--- config.mk ---
export PLATFORM = sky130hd
export DESIGN_NAME = tmr_recovery_ctrl
export DESIGN_NICKNAME = d
export VERILOG_FILES = /design/src/rtl/tmr_recovery_ctrl_pkg.sv /design/src/rtl/tmr_recovery_ctrl_filter.sv /design/src/rtl/tmr_recovery_ctrl.sv
export SDC_FILE = /design/constraint.sdc
export NUM_CORES = 1
export LEC_CHECK = 0
export ABC_CLOCK_PERIOD_IN_PS = 3200
export CAP_MARGIN = 0
export CORE_ASPECT_RATIO = 2
export CORE_UTILIZATION = 43
export CTS_CLUSTER_DIAMETER = 40
export DETAILED_ROUTE_END_ITERATION = 10
export GPL_TIMING_DRIVEN = 1
export PLACE_DENSITY = 0.86
export SETUP_SLACK_MARGIN = 0.4
export SLEW_MARGIN = 15
export SYNTH_ARGS = -nofsm -noshare
export SYNTH_HDL_FRONTEND = slang
export SYNTH_SLANG_ARGS = --single-unit
--- constraint.sdc ---
create_clock -name clk -period 3.2 [get_ports clk]
set_input_delay 0.48 -clock clk [delete_from_list [all_inputs] [get_ports clk]]
set_output_delay 0.48 -clock clk [all_outputs]
set_load 0.01 [all_outputs]
--- src/rtl/tmr_recovery_ctrl_pkg.sv ---
// Shared definitions for the TMR recovery controller: state encoding,
// core bit indices and small decode helpers.
package tmr_recovery_ctrl_pkg;

  localparam int unsigned REG_AW = 5;
  localparam int unsigned CORE_A = 0;
  localparam int unsigned CORE_B = 1;
  localparam int unsigned CORE_C = 2;

  typedef enum logic [2:0] {
    ST_IDLE,
    ST_CONFIRM,
    ST_DRAIN,
    ST_COPY,
    ST_RESUME,
    ST_FATAL
  } state_e;

  function automatic logic [1:0] popcount3(input logic [2:0] v);
    return {1'b0, v[0]} + {1'b0, v[1]} + {1'b0, v[2]};
  endfunction

  // Golden core is the lowest-index core not flagged in the captured fault.
  function automatic logic [1:0] golden_idx(input logic [2:0] lf);
    if (!lf[CORE_A]) return 2'd0;
    else if (!lf[CORE_B]) return 2'd1;
    else return 2'd2;
  endfunction

endpackage

--- src/rtl/tmr_recovery_ctrl_filter.sv ---
// Persistence filter for voter mismatch flags: tracks how long one single-core
// fault pattern has held and decodes multi-core faults.
module tmr_fault_filter
  import tmr_recovery_ctrl_pkg::*;
#(
  parameter int unsigned PERSIST = 2
) (
  input  logic       clk,
  input  logic       rst,
  input  logic       enable,
  input  logic [2:0] fault_vec,
  output logic       confirmed_single,
  output logic       multi_fault,
  output logic [2:0] stable_vec
);

  localparam logic [3:0] PERSIST_C = 4'(PERSIST);

  logic [3:0] cnt_q, cnt_d;
  logic [2:0] vec_q, vec_d;

  assign multi_fault      = (popcount3(fault_vec) >= 2'd2);
  assign confirmed_single = (cnt_q == PERSIST_C) && (vec_q != '0);
  assign stable_vec       = vec_q;

  always_comb begin
    cnt_d = cnt_q;
    vec_d = vec_q;
    if (!enable || multi_fault || (fault_vec == '0)) begin
      cnt_d = '0;
      vec_d = '0;
    end else if ((fault_vec == vec_q) && (cnt_q != '0)) begin
      if (cnt_q < PERSIST_C) cnt_d = cnt_q + 4'd1;
    end else begin
      // New or different single-core pattern restarts the count.
      cnt_d = 4'd1;
      vec_d = fault_vec;
    end
  end

  always_ff @(posedge clk or negedge rst) begin
    if (!rst) begin
      cnt_q <= '0;
      vec_q <= '0;
    end else begin
      cnt_q <= cnt_d;
      vec_q <= vec_d;
    end
  end

endmodule

--- src/rtl/tmr_recovery_ctrl.sv ---
// Recovery sequencer for the triplicated core: confirms a single-core fault,
// stalls all cores, copies x1..x31 from a golden core into the faulty one.
module tmr_recovery_ctrl
  import tmr_recovery_ctrl_pkg::*;
#(
  parameter int unsigned NUM_REGS = 32,
  parameter int unsigned PERSIST  = 2,
  parameter int unsigned COUNT_W  = 8
) (
  input  logic               clk,
  input  logic               rst,
  input  logic [2:0]         fault_vec,
  output logic               core_stall,
  output logic [REG_AW-1:0]  rf_raddr,
  input  logic [31:0]        rf_rdata_a,
  input  logic [31:0]        rf_rdata_b,
  input  logic [31:0]        rf_rdata_c,
  output logic [REG_AW-1:0]  rf_waddr,
  output logic [31:0]        rf_wdata,
  output logic [2:0]         rf_we,
  output logic               recover_busy,
  output logic               fatal,
  output logic [2:0]         last_fault,
  output logic [COUNT_W-1:0] fault_count
);

  localparam logic [REG_AW-1:0] LAST_ADDR = REG_AW'(NUM_REGS - 1);

  state_e               state_q, state_d;
  logic                 core_stall_q, core_stall_d;
  logic                 recover_busy_q, recover_busy_d;
  logic                 fatal_q, fatal_d;
  logic [2:0]           last_fault_q, last_fault_d;
  logic [COUNT_W-1:0]   fault_count_q, fault_count_d;
  logic [REG_AW-1:0]    rf_waddr_q, rf_waddr_d;
  logic [31:0]          rf_wdata_q, rf_wdata_d;
  logic [2:0]           rf_we_q, rf_we_d;

  logic                 filt_en;
  logic                 confirmed_single;
  logic                 multi_fault;
  logic [2:0]           stable_vec;
  logic [31:0]          golden_rdata;

  assign filt_en = (state_q == ST_IDLE) || (state_q == ST_CONFIRM);

  tmr_fault_filter #(
    .PERSIST(PERSIST)
  ) u_filter (
    .clk              (clk),
    .rst              (rst),
    .enable           (filt_en),
    .fault_vec        (fault_vec),
    .confirmed_single (confirmed_single),
    .multi_fault      (multi_fault),
    .stable_vec       (stable_vec)
  );

  always_comb begin
    unique case (golden_idx(last_fault_q))
      2'd0:    golden_rdata = rf_rdata_a;
      2'd1:    golden_rdata = rf_rdata_b;
      default: golden_rdata = rf_rdata_c;
    endcase
  end

  // Read runs one address ahead of the registered write; wraps to x0 on the last write.
  always_comb begin
    rf_raddr = '0;
    if (state_q == ST_DRAIN)     rf_raddr = REG_AW'(1);
    else if (state_q == ST_COPY) rf_raddr = rf_waddr_q + REG_AW'(1);
  end

  always_comb begin
    state_d       = state_q;
    last_fault_d  = last_fault_q;
    fault_count_d = fault_count_q;
    rf_waddr_d    = '0;
    rf_wdata_d    = '0;
    rf_we_d       = '0;
    unique case (state_q)
      ST_IDLE: begin
        if (multi_fault)            state_d = ST_FATAL;
        else if (fault_vec != '0)   state_d = ST_CONFIRM;
      end
      ST_CONFIRM: begin
        if (multi_fault) begin
          state_d = ST_FATAL;
        end else if (confirmed_single) begin
          state_d      = ST_DRAIN;
          last_fault_d = stable_vec;
        end else if (fault_vec == '0) begin
          state_d = ST_IDLE;
        end
      end
      ST_DRAIN: begin
        state_d    = ST_COPY;
        rf_waddr_d = REG_AW'(1);
        rf_wdata_d = golden_rdata;
        rf_we_d    = last_fault_q;
      end
      ST_COPY: begin
        if (rf_waddr_q == LAST_ADDR) begin
          state_d = ST_RESUME;
          if (fault_count_q != '1) fault_count_d = fault_count_q + COUNT_W'(1);
        end else begin
          rf_waddr_d = rf_waddr_q + REG_AW'(1);
          rf_wdata_d = golden_rdata;
          rf_we_d    = last_fault_q;
        end
      end
      ST_RESUME: state_d = ST_IDLE;
      ST_FATAL:  state_d = ST_FATAL;
      default:   state_d = ST_IDLE;
    endcase
    core_stall_d   = state_d inside {ST_DRAIN, ST_COPY, ST_RESUME, ST_FATAL};
    recover_busy_d = state_d inside {ST_DRAIN, ST_COPY, ST_RESUME};
    fatal_d        = (state_d == ST_FATAL);
  end

  always_ff @(posedge clk or negedge rst) begin
    if (!rst) begin
      state_q        <= ST_IDLE;
      core_stall_q   <= 1'b0;
      recover_busy_q <= 1'b0;
      fatal_q        <= 1'b0;
      last_fault_q   <= '0;
      fault_count_q  <= '0;
      rf_waddr_q     <= '0;
      rf_wdata_q     <= '0;
      rf_we_q        <= '0;
    end else begin
      state_q        <= state_d;
      core_stall_q   <= core_stall_d;
      recover_busy_q <= recover_busy_d;
      fatal_q        <= fatal_d;
      last_fault_q   <= last_fault_d;
      fault_count_q  <= fault_count_d;
      rf_waddr_q     <= rf_waddr_d;
      rf_wdata_q     <= rf_wdata_d;
      rf_we_q        <= rf_we_d;
    end
  end

  assign core_stall   = core_stall_q;
  assign recover_busy = recover_busy_q;
  assign fatal        = fatal_q;
  assign last_fault   = last_fault_q;
  assign fault_count  = fault_count_q;
  assign rf_waddr     = rf_waddr_q;
  assign rf_wdata     = rf_wdata_q;
  assign rf_we        = rf_we_q;

endmodule
After elaboration in Yosys (flattened, before gate mapping)
Index checks and enable logic that the tools add are counted.
Cells by class
  shift operators: 0
  $lt $le $gt $ge: 2
  divide/modulo/power cells: 0
  equal/unequal tests: 15
  reductions and logical operators: 16
  $add $sub $neg: 5
  $mul: 0
  bitwise logic cells: 1
  mux-type cells: 23
Operators by type and width (number)
  32-bit case mux with 2 select lines: 2
  32-bit 2-to-1 mux: 1
  3-bit 2-to-1 mux: 9
  5-bit 2-to-1 mux: 3
  3-bit case mux with 5 select lines: 1
  3-bit by 2-bit == test with 1-bit output (second input constant): 4
  4-bit 2-to-1 mux: 3
  5-bit case mux with 2 select lines: 1
  3-bit == test (second input constant): 3
  3-bit nonzero test: 3
  8-bit by 1-bit adder with 8-bit output (second input constant): 1
  8-bit != test (second input constant): 1
  4-bit nonzero test: 2
  3-bit zero test: 2
  3-bit case mux with 2 select lines: 1
  3-bit AND reduction: 2
  5-bit by 1-bit adder with 5-bit output (second input constant): 1
  5-bit == test (second input constant): 1
  4-bit by 1-bit adder with 4-bit output (second input constant): 1
  4-bit by 2-bit == test with 1-bit output (second input constant): 1
  4-bit by 2-bit less-than comparator with 1-bit output (second input constant): 1
  2-bit 2-to-1 mux: 2
  3-bit by 1-bit == test with 1-bit output (second input constant): 1
  3-bit == test: 1
  other kinds (11): 14
Storage, ports and cells
  bits in registers: 64
  word-level logic and storage cells: 73
  memory bits (writable): 0
  memories kept: 0
  ROM bits: 0
  latch bits: 0
  output and inout bits: 59

Logic depth before layout (Yosys ltp)
Gate-level depths: netlist of run 1.
  depth after elaboration: 7
  depth in mapped cells: 7
  gate-level depth less buffers: 7

Cells and area by module
From an unflattened synthesis of run 1, not the netlist that was laid out.
Second synthesis, totals
  cells, all modules: 283
  area, all modules: 3065.4 sq um
Modules (own cells, without submodules)
  tmr_recovery_ctrl: times used 1, cells an instance 249, seq. area each 1426.4 sq um, area an instance 2690.1 sq um
  tmr_fault_filter: times used 1, cells an instance 34, seq. area each 175.2 sq um, area an instance 375.4 sq um

Worst setup path after synthesis of run 1
Ideal clock, no wire load.
  path kind: flip-flop to flip-flop
  from: register rf_waddr_q[0] (netlist: rf_waddr[0])
  to: register rf_wdata_q[19] (netlist: rf_wdata[19])
  setup time: 94 ps
  cell stages (with the launch flop): 8
  arrival time: 1615 ps
  clock period less this slack: 1709 ps
  slack: 1491 ps
  cell sequence: dfrtp_1 > ha_1 > and3_1 > ha_1 > nand2_1 > nand2_2 > buf_6 > a211oi_1
On the way
  cells in the longest elaborated chain, start to end: 3
RTL lines
  start: declaration: line tmr_recovery_ctrl.sv:35  | logic [REG_AW-1:0] rf_waddr_q, rf_waddr_d;
  start signal: assignment: line tmr_recovery_ctrl.sv:139  | rf_waddr_q <= rf_waddr_d;
  5-bit == test: line tmr_recovery_ctrl.sv:103  | if (rf_waddr_q == LAST_ADDR) begin
  32-bit 2-to-1 mux: line tmr_recovery_ctrl.sv:103
  32-bit case mux with 2 select lines: line tmr_recovery_ctrl.sv:81  | unique case (state_q)
  net rf_wdata_d[19]: line tmr_recovery_ctrl.sv:36  | logic [31:0] rf_wdata_q, rf_wdata_d;
  end signal: assignment: line tmr_recovery_ctrl.sv:140  | rf_wdata_q <= rf_wdata_d;
  end: declaration: line tmr_recovery_ctrl.sv:36
The timed path passes the listed nets, and every way through them passes these cells.
A chain may end at the register's enable or synchronous reset.

Final worst setup path of run 1
  from: register rf_waddr_q[0] (netlist: rf_waddr[0])
  to: output rf_raddr[4]
On the way
  cells in the longest elaborated chain, start to end: 3
RTL lines
  5-bit by 1-bit adder with 5-bit output: line tmr_recovery_ctrl.sv:71  | else if (state_q == ST_COPY) rf_raddr = rf_waddr_q + REG_AW'(1);
  5-bit 2-to-1 mux: line tmr_recovery_ctrl.sv:71
  5-bit 2-to-1 mux: line tmr_recovery_ctrl.sv:70  | if (state_q == ST_DRAIN) rf_raddr = REG_AW'(1);
  end: declaration: line tmr_recovery_ctrl.sv:14  | output logic [REG_AW-1:0] rf_raddr,
No other way between the ends.

==> summary.txt, run 1 <==
Yosys
  – Sequential area share after synthesis: 0.515
  – Area leader, netlist: dfrtp_1
  – Largest cells by area after synthesis: dfrtp_1, mux2i_1, a211oi_1, nor2_1, ha_1
  – Synth warn: 0
  – Mapped Nets: approximately 390
  – Average cell area after synthesis: 11.2 um2
  – Top-area cell type share of the netlist area: 0.515
  – Flops & latches, synth: between 60 and 70
  – Syn Std Cell Area: 3110 um2
  – Post-synthesis cell type count: 42
  – Syn Inst Count: 277

Route
  – Iteration-0 DRC Markers: 110
  – WL per Instance: around 16 um
  – Drt drc: 0
  – DRT Wirelength: 8380 um
  – Drt via density: 5.13
  – ANT nets after route: 0
  – Drt pass-1 iters: 4
  – Detailed-route via count: 2706

Floorplan
  – Starting Density: 0.448
  – I/O pins: 160
  – Core area: 6940 um2
  – Full die area: between 7000 and 8000 um2
  – Die Ht: 122 um
  – Row count: 43
  – Die Wd: 62.1 um

Clock network
  – CTS max path bufs: 2
  – Clock transition at path regs: 0.05 ns
  – CTS sink count: 64
  – Post-CTS setup buffer count: 0
  – TritonCTS clock tree: built
  – H-tree depth: 3
  – CTS hold repair buffers: 0
  – Root Buffer: clkbuf_16
  – Num CTS Buffers: 9
  – Post-CTS sizing: 0
  – Worst skew pair latency: 0.33 ns

STA
  – RSZ-0062 raised after global routing: false
  – Final min period: 2.54 ns
  – Final Hold Viols: 0
  – Sum Neg Setup Slack: 0 ns
  – Worst slew pin tran: 0.664 ns
  – Tcrit/Tclk final: 0.793
  – FMAX: 394 MHz
  – Max-slew violations: 0
  – Clock Skews: 0.00396 ns
  – Final Setup Violations: 0
  – Slew headroom: 0.556

Power and ir drop
  – Power density cells: 414 nW/um2
  – Worst vdd ir: 0.000296 V
  – Leak: 2.12 nW

Critical path
  – Worst path bufs/invs: 1
  – CP Cell Sequence: ha_1 > and3_1 > ha_1 > and2_1 > clkdlybuf4s50_1
  – Most frequent CP cell: ha_1
  – Crit path launch type: flip-flop
  – WP data arrival: 2.06 ns
  – CP required: roughly 2.7 ns
  – CP max-delay cell: clkdlybuf4s50_1
  – CP top delay family: buffers and inverters
  – Worst setup EP type: output pin
  – CP max FO: 5
  – CP max stage delay: between 0.5 and 0.6 ns
  – Setup Crit Path Kind: flip-flop to output pin

Placed design
  – Placed insts: about 510
  – # port buffers: 159
  – Placer congestion estimate: 0.841
  – HPWL Detailed: 6470 um

Global routing
  – Total congestion overflow: 0
  – GR Util All Layers: 0.235
  – Vias in the first global route: 2808
  – First-pass GRT wire length: around 13000 um
  – Pin count of the biggest net entering global routing: 67
  – Number of antenna violations at the first check in global routing: 0

Layout
  – Fin util: 0.721
  – Share of layout cells above drive strength 1: 0.0709
  – Nets@finish: between 500 and 600
  – Non-filler instance count after layout: approximately 530
  – Area grow syn2layout: 60.9%
  – ANT cells: 0

Min path
  – Worst hold path type: input port to async pin

Run status
  – Status: finished clean

Flow run
  – Max-cap viol count: 0
-- cells in the mapped netlist --
master / instances
o2111ai_4: 1
o311a_2: 1
ha_1: 7
nor3_2: 2
mux2_4: 1
a2111oi_2: 1
and4_1: 1
o21bai_1: 1
dfrtp_1: 64
nor3_1: 5
nor2b_4: 1
xnor2_1: 4
and3_1: 4
nor2b_1: 3
inv_1: 5
a31oi_1: 2
nor2_2: 2
nand3_1: 5
and3b_1: 1
a211oi_1: 32
clkbuf_1: 5
a21oi_1: 7
a21o_1: 1
or3_1: 1
nor2_1: 43
nand4_2: 1
o2bb2ai_1: 1
mux2i_1: 32
nand2b_1: 1
buf_1: 1
nand2_1: 6
nand2_2: 1
xor2_1: 9
and2_1: 6
o21ai_0: 3
clkbuf_4: 2
buf_4: 4
nand3_2: 1
mux2_1: 3
buf_6: 3
o211ai_1: 1
buf_2: 2
-- per-layer routing --
metal | part of all wire | wire length [um] | up-vias | GRT usage
met4 | 0.044 | 372 | 0 | 0.160
met5 | 0 | 0 | - | 0
li1 | - | - | 1289 | -
met3 | 0.044 | 368 | 24 | 0.0474
met1 | 0.34 | 2870 | 1285 | 0.227
met2 | 0.57 | 4770 | 108 | 0.442
-- final cells by class --
| cell class | count | area [um2] |
|---|---|---|
| flip-flops and latches | 64 | 1600 |
| repair buffers | 163 | 1620 |
| well taps | 90 | 113 |
| inverters | 5 | 18.8 |
| multi-input cells | 191 | 1380 |
| clock buffers | 14 | 274 |
| fillers | 508 | 1940 |
-- cells by family after synthesis --
family | share of synthesized area
and+or+nand+nor | 0.135
DFF | 0.515
AOI/OAI and AO/OA | 0.124
muxes | 0.119
buffers and inverters | 0.0418
xor gates and xnor gates | 0.0366
adders and majority gates | 0.0282
-- stage by stage --
| step | setup WS, ns | power [W] | area, um2 | hold slack, ns |
|---|---|---|---|---|
| 2_1_floorplan | 1.49 | 0.00102 | 3110 | 0.184 |
| 6_report | 0.663 | 0.00207 | 5000 | 0.0778 |
| 3_5_place_dp | 0.891 | 0.00119 | 4730 | 0.428 |
| 5_1_grt | 0.598 | 0.00216 | 5000 | 0.103 |
| 4_1_cts | 0.649 | 0.00208 | 5000 | 0.0819 |
| 3_3_place_gp | 0.972 | 0.00119 | 4730 | 0.432 |
-- cells in the final DEF (no fill, tap or decap), drive strengths merged, types with 2 or more instances in the layout --
master	Yosys	routed
buf	10	5
nand2	7	7
ha	7	7
inv	5	5
a211oi	32	32
nor2	45	45
and2	6	6
dfrtp	64	64
clkdlybuf4s50	0	158
nand3	6	6
clkbuf	7	14
and3	4	4
o21ai	3	3
nor2b	4	4
a31oi	2	2
a21oi	7	7
mux2	4	4
nor3	7	7
mux2i	32	32
xnor2	4	4
xor2	9	9
-- final timing paths --
check / endpoint / slack (ns) / cells after the start / startpoint
worst max-delay path: rf_raddr[4] / 0.66 / 5 / rf_waddr[0]
worst min-delay path: rf_wdata[28] / 0.08 / 1 / rst
worst max register to register: rf_wdata[8] / 0.99 / 6 / rf_waddr[0]
worst min register to register: fault_count[7] / 0.52 / 1 / fault_count[7]
max in group asynchronous: rf_waddr[1] / 2.40 / 2 / rst
min in group clk: fault_count[7] / 0.52 / 1 / fault_count[7]
-- registers in the layout (all words and copies together) (netlist names) --
signal	flops
rf_waddr	5
u_filter.cnt_q	4
u_filter.stable_vec	3
fatal	1
recover_busy	1
state_q	3
core_stall	1
rf_we	3
last_fault	3
rf_wdata	32
fault_count	8
-- report_power, final --
group,switching (W),total (W),internal [W],leakage [nW]
Sequential,0.0000517,0.000895,0.000843,0.876
Combinational,0.000103,0.000286,0.000182,1.11
Clock,0.000313,0.000891,0.000578,0.135
Total,0.000468,0.00207,0.00160,2.12
Power figures use the tool's default switching activity.
==> run 2, diff against run 1 <==
--- a/config.mk
+++ b/config.mk
@@ -5,14 +5,14 @@
 export SDC_FILE = /design/constraint.sdc
 export NUM_CORES = 1
 export LEC_CHECK = 0
-export ABC_CLOCK_PERIOD_IN_PS = 3200
+export ABC_CLOCK_PERIOD_IN_PS = 2200
 export CAP_MARGIN = 0
 export CORE_ASPECT_RATIO = 2
-export CORE_UTILIZATION = 43
+export CORE_UTILIZATION = 36
 export CTS_CLUSTER_DIAMETER = 40
 export DETAILED_ROUTE_END_ITERATION = 10
 export GPL_TIMING_DRIVEN = 1
-export PLACE_DENSITY = 0.86
+export PLACE_DENSITY = 0.77
 export SETUP_SLACK_MARGIN = 0.4
 export SLEW_MARGIN = 15
 export SYNTH_ARGS = -nofsm -noshare
==> constraint.sdc (replaced) <==
create_clock -name clk -period 2.2 [get_ports clk]
set_input_delay 0.33 -clock clk [delete_from_list [all_inputs] [get_ports clk]]
set_output_delay 0.33 -clock clk [all_outputs]
set_load 0.01 [all_outputs]
==> run 2 against run 1 <==
The run now ends with hold timing left. Critical path type unchanged. Utilization down 9.6 points. Sequential share of layout area down 1.3 points. Routed wire length up 3.2%. Non-clock buffer count up 18. Global-route usage down 3.4 points. Design area up 4.3%. Critical path depth unchanged. Flip-flop and latch count unchanged. Register-to-register slack worse by 0.60 ns.
==> summary.txt, run 2 (synthesis gave the netlist of run 1 again) <==
Run status
  – Status: finished, violations left
  – Failing checks: hold timing

STA
  – Worst slew pin tran: 0.578 ns (-0.0866 ns)
  – Tcrit/Tclk final: 0.855
  – Slew headroom: 0.615 (+0.0593)
  – Max-slew violations: 0 (unchanged)
  – Final Hold Viols: 2 (+2)
  – Clock Skews: 0.00463 ns (+0.000670 ns)
  – RSZ-0062 raised after global routing: true
  – Sum Neg Setup Slack: 0 ns (unchanged)
  – Final hold slack: -0.000959 ns (-0.0788 ns)
  – FMAX: 531 MHz
  – Final min period: approximately 1.9 ns
  – Final Setup Violations: 0 (unchanged)

Route
  – Drt via density: 5.03 (-2.1%)
  – Detailed-route via count: 2781 (+2.8%)
  – Drt drc: 0 (unchanged)
  – ANT nets after route: 0 (unchanged)
  – WL per Instance: 15.6 um (-1.7%)
  – DRT Wirelength: 8640 um (+3.2%)
  – Iteration-0 DRC Markers: 83 (-25%)
  – Drt pass-1 iters: 4 (unchanged)

Clock network
  – Root Buffer: clkbuf_16
  – CTS hold repair buffers: 0 (unchanged)
  – Num CTS Buffers: 9 (unchanged)
  – Clock transition at path regs: 0.05 ns (about the same)
  – TritonCTS clock tree: built
  – H-tree depth: 3 (unchanged)
  – CTS sink count: 64 (unchanged)
  – CTS max path bufs: 2 (unchanged)
  – Worst skew pair latency: 0.33 ns (about the same)

Power and ir drop
  – Worst vdd ir: 0.000359 V (+21%)
  – Power density cells: 583 nW/um2 (+41%)
  – Leak: 2.23 nW (+5.2%)
  – Overall power: 0.00304 W (+47%)

Critical path
  – Setup Crit Path Kind: flip-flop to output pin
  – CP top delay family: adder cells
  – CP max FO: 2 (-3)
  – CP required: 1.87 ns (-0.85 ns)
  – Crit path launch type: flip-flop
  – CP max stage delay: 0.38 ns (-0.15 ns)
  – CP Cell Sequence: ha_2 > and3_4 > ha_4 > and2_4 > buf_6
  – Worst path bufs/invs: 1 (unchanged)
  – Worst setup EP type: output pin
  – CP max-delay cell: dfrtp_1
  – WP data arrival: 1.55 ns (-0.51 ns)

Min path
  – Worst hold path type: input port to async pin

Layout
  – ANT cells: 0 (unchanged)
  – Max FFs per register: 32 (unchanged)
  – Commonest cells after routing, fill and taps aside: clkdlybuf4s50_1, dfrtp_1, nor2_1
  – Most common cell after layout, fill and taps aside: clkdlybuf4s50_1
  – Nets@finish: 560 (+3.3%)
  – Area grow syn2layout: 67.8%
  – Non-filler instance count after layout: 553 (+4.9%)
  – Share of layout cells above drive strength 1: 0.145 (+0.0741)

Flow run
  – Max-cap viol count: 0 (unchanged)

Global routing
  – GR Util All Layers: 0.201 (-0.0339)
  – Vias in the first global route: 2888 (+2.8%)
  – Met3 Track Usage GR: 0.0565 (+0.00911)
  – M2 GR Usage: 0.382 (-0.0600)
  – Pin count of the biggest net entering global routing: 44 (-34%)
  – Met1 Usage GRT: 0.181 (-0.0456)
  – Most Crowded Layer GR: met2
  – Total congestion overflow: 0 (unchanged)
  – First-pass GRT wire length: 13200 um (-1.7%)
  – Number of antenna violations at the first check in global routing: 0 (unchanged)

Floorplan
  – Starting Density: 0.372 (-0.0756)
  – Full die area: 9040 um2 (+19%)
  – I/O pins: 160 (unchanged)
  – Row count: 47 (+9.3%)
  – Die Ht: 133 um (+9.1%)
  – Core area: 8350 um2 (+20%)
  – Die Wd: 67.7 um (+9.0%)

Placed design
  – HPWL Detailed: 6590 um (+1.9%)
  – # port buffers: 159 (unchanged)
  – Placed insts: 528 (+2.9%)
  – Placer congestion estimate: 0.812 (-3.4%)
[run 2: changes by cell type in the layout (fill, tap and decap cells not counted), sizes merged]
cell / change
clkinv: +1
clkdlybuf4s50: -5
dlygate4sd2: +1
clkbuf: -1
buf: +22
[run 2: routing by layer]
metal  up-vias  wire (um)
met2       110       5060
met3        19        506
li1       1328          -
met1      1324       2810
met5         -          0
met4         0        265
[run 2: area by class of cell]
class | count | area [um2]
fill | 676 | 3130
timing repair buffer | 181 | 1770
sequential | 64 | 1610
multi-input combinational | 191 | 1440
clock buffer | 13 | 260
tap | 98 | 123
inverter | 5 | 18.8
clock inverter | 1 | 5.00
[run 2: timing repair]
| item | 4_1_cts | 5_1_grt |
|---|---|---|
| buffers inserted | 7 | 4 |
| gates resized for setup | 21 | 15 |
| pin swaps | 1 | 5 |
| setup endpoints to repair | 28 | 17 |
| hold endpoints to repair | 0 | 0 |
[run 2: path summary, 6_finish.rpt]
| kind | start | end | slack, ns | cells after the start |
|---|---|---|---|---|
| worst max register to register | rf_waddr[0] | fault_count[7] | 0.39 | 8 |
| worst min register to register | state_q[2] | state_q[0] | 0.48 | 1 |
| worst max-delay path | rf_waddr[0] | rf_raddr[4] | 0.32 | 5 |
| worst min-delay path | rst | rf_wdata[7] | -0.001 | 1 |
| max in group asynchronous | rst | state_q[2] | 1.57 | 2 |
| min in group clk | state_q[2] | state_q[0] | 0.48 | 1 |
[run 2: where the power goes]
part           internal (W)  leakage (nW)  switching, W
sequential          0.00123         0.874     0.0000309
combinational      0.000303          1.22      0.000216
clock              0.000807         0.132      0.000454
[run 2: worst reg2reg max path, cell delays in order (launching register included)]
cell,delay (ns)
dfrtp_1,0.36
ha_2,0.19
and3_4,0.20
ha_4,0.16
buf_6,0.10
and4_1,0.16
o211ai_1,0.13
nor2_1,0.18
xor2_1,0.22
[run 2: through the flow]
step	setup slack (ns)	instance area (um2)	util
global route	0.266	5220	0.625
finish	0.318	5220	0.625
global placement	0.173	4820	0.577
detailed placement	0.136	4820	0.577
CTS	0.264	5140	0.616
floorplan	0.491	3110	-
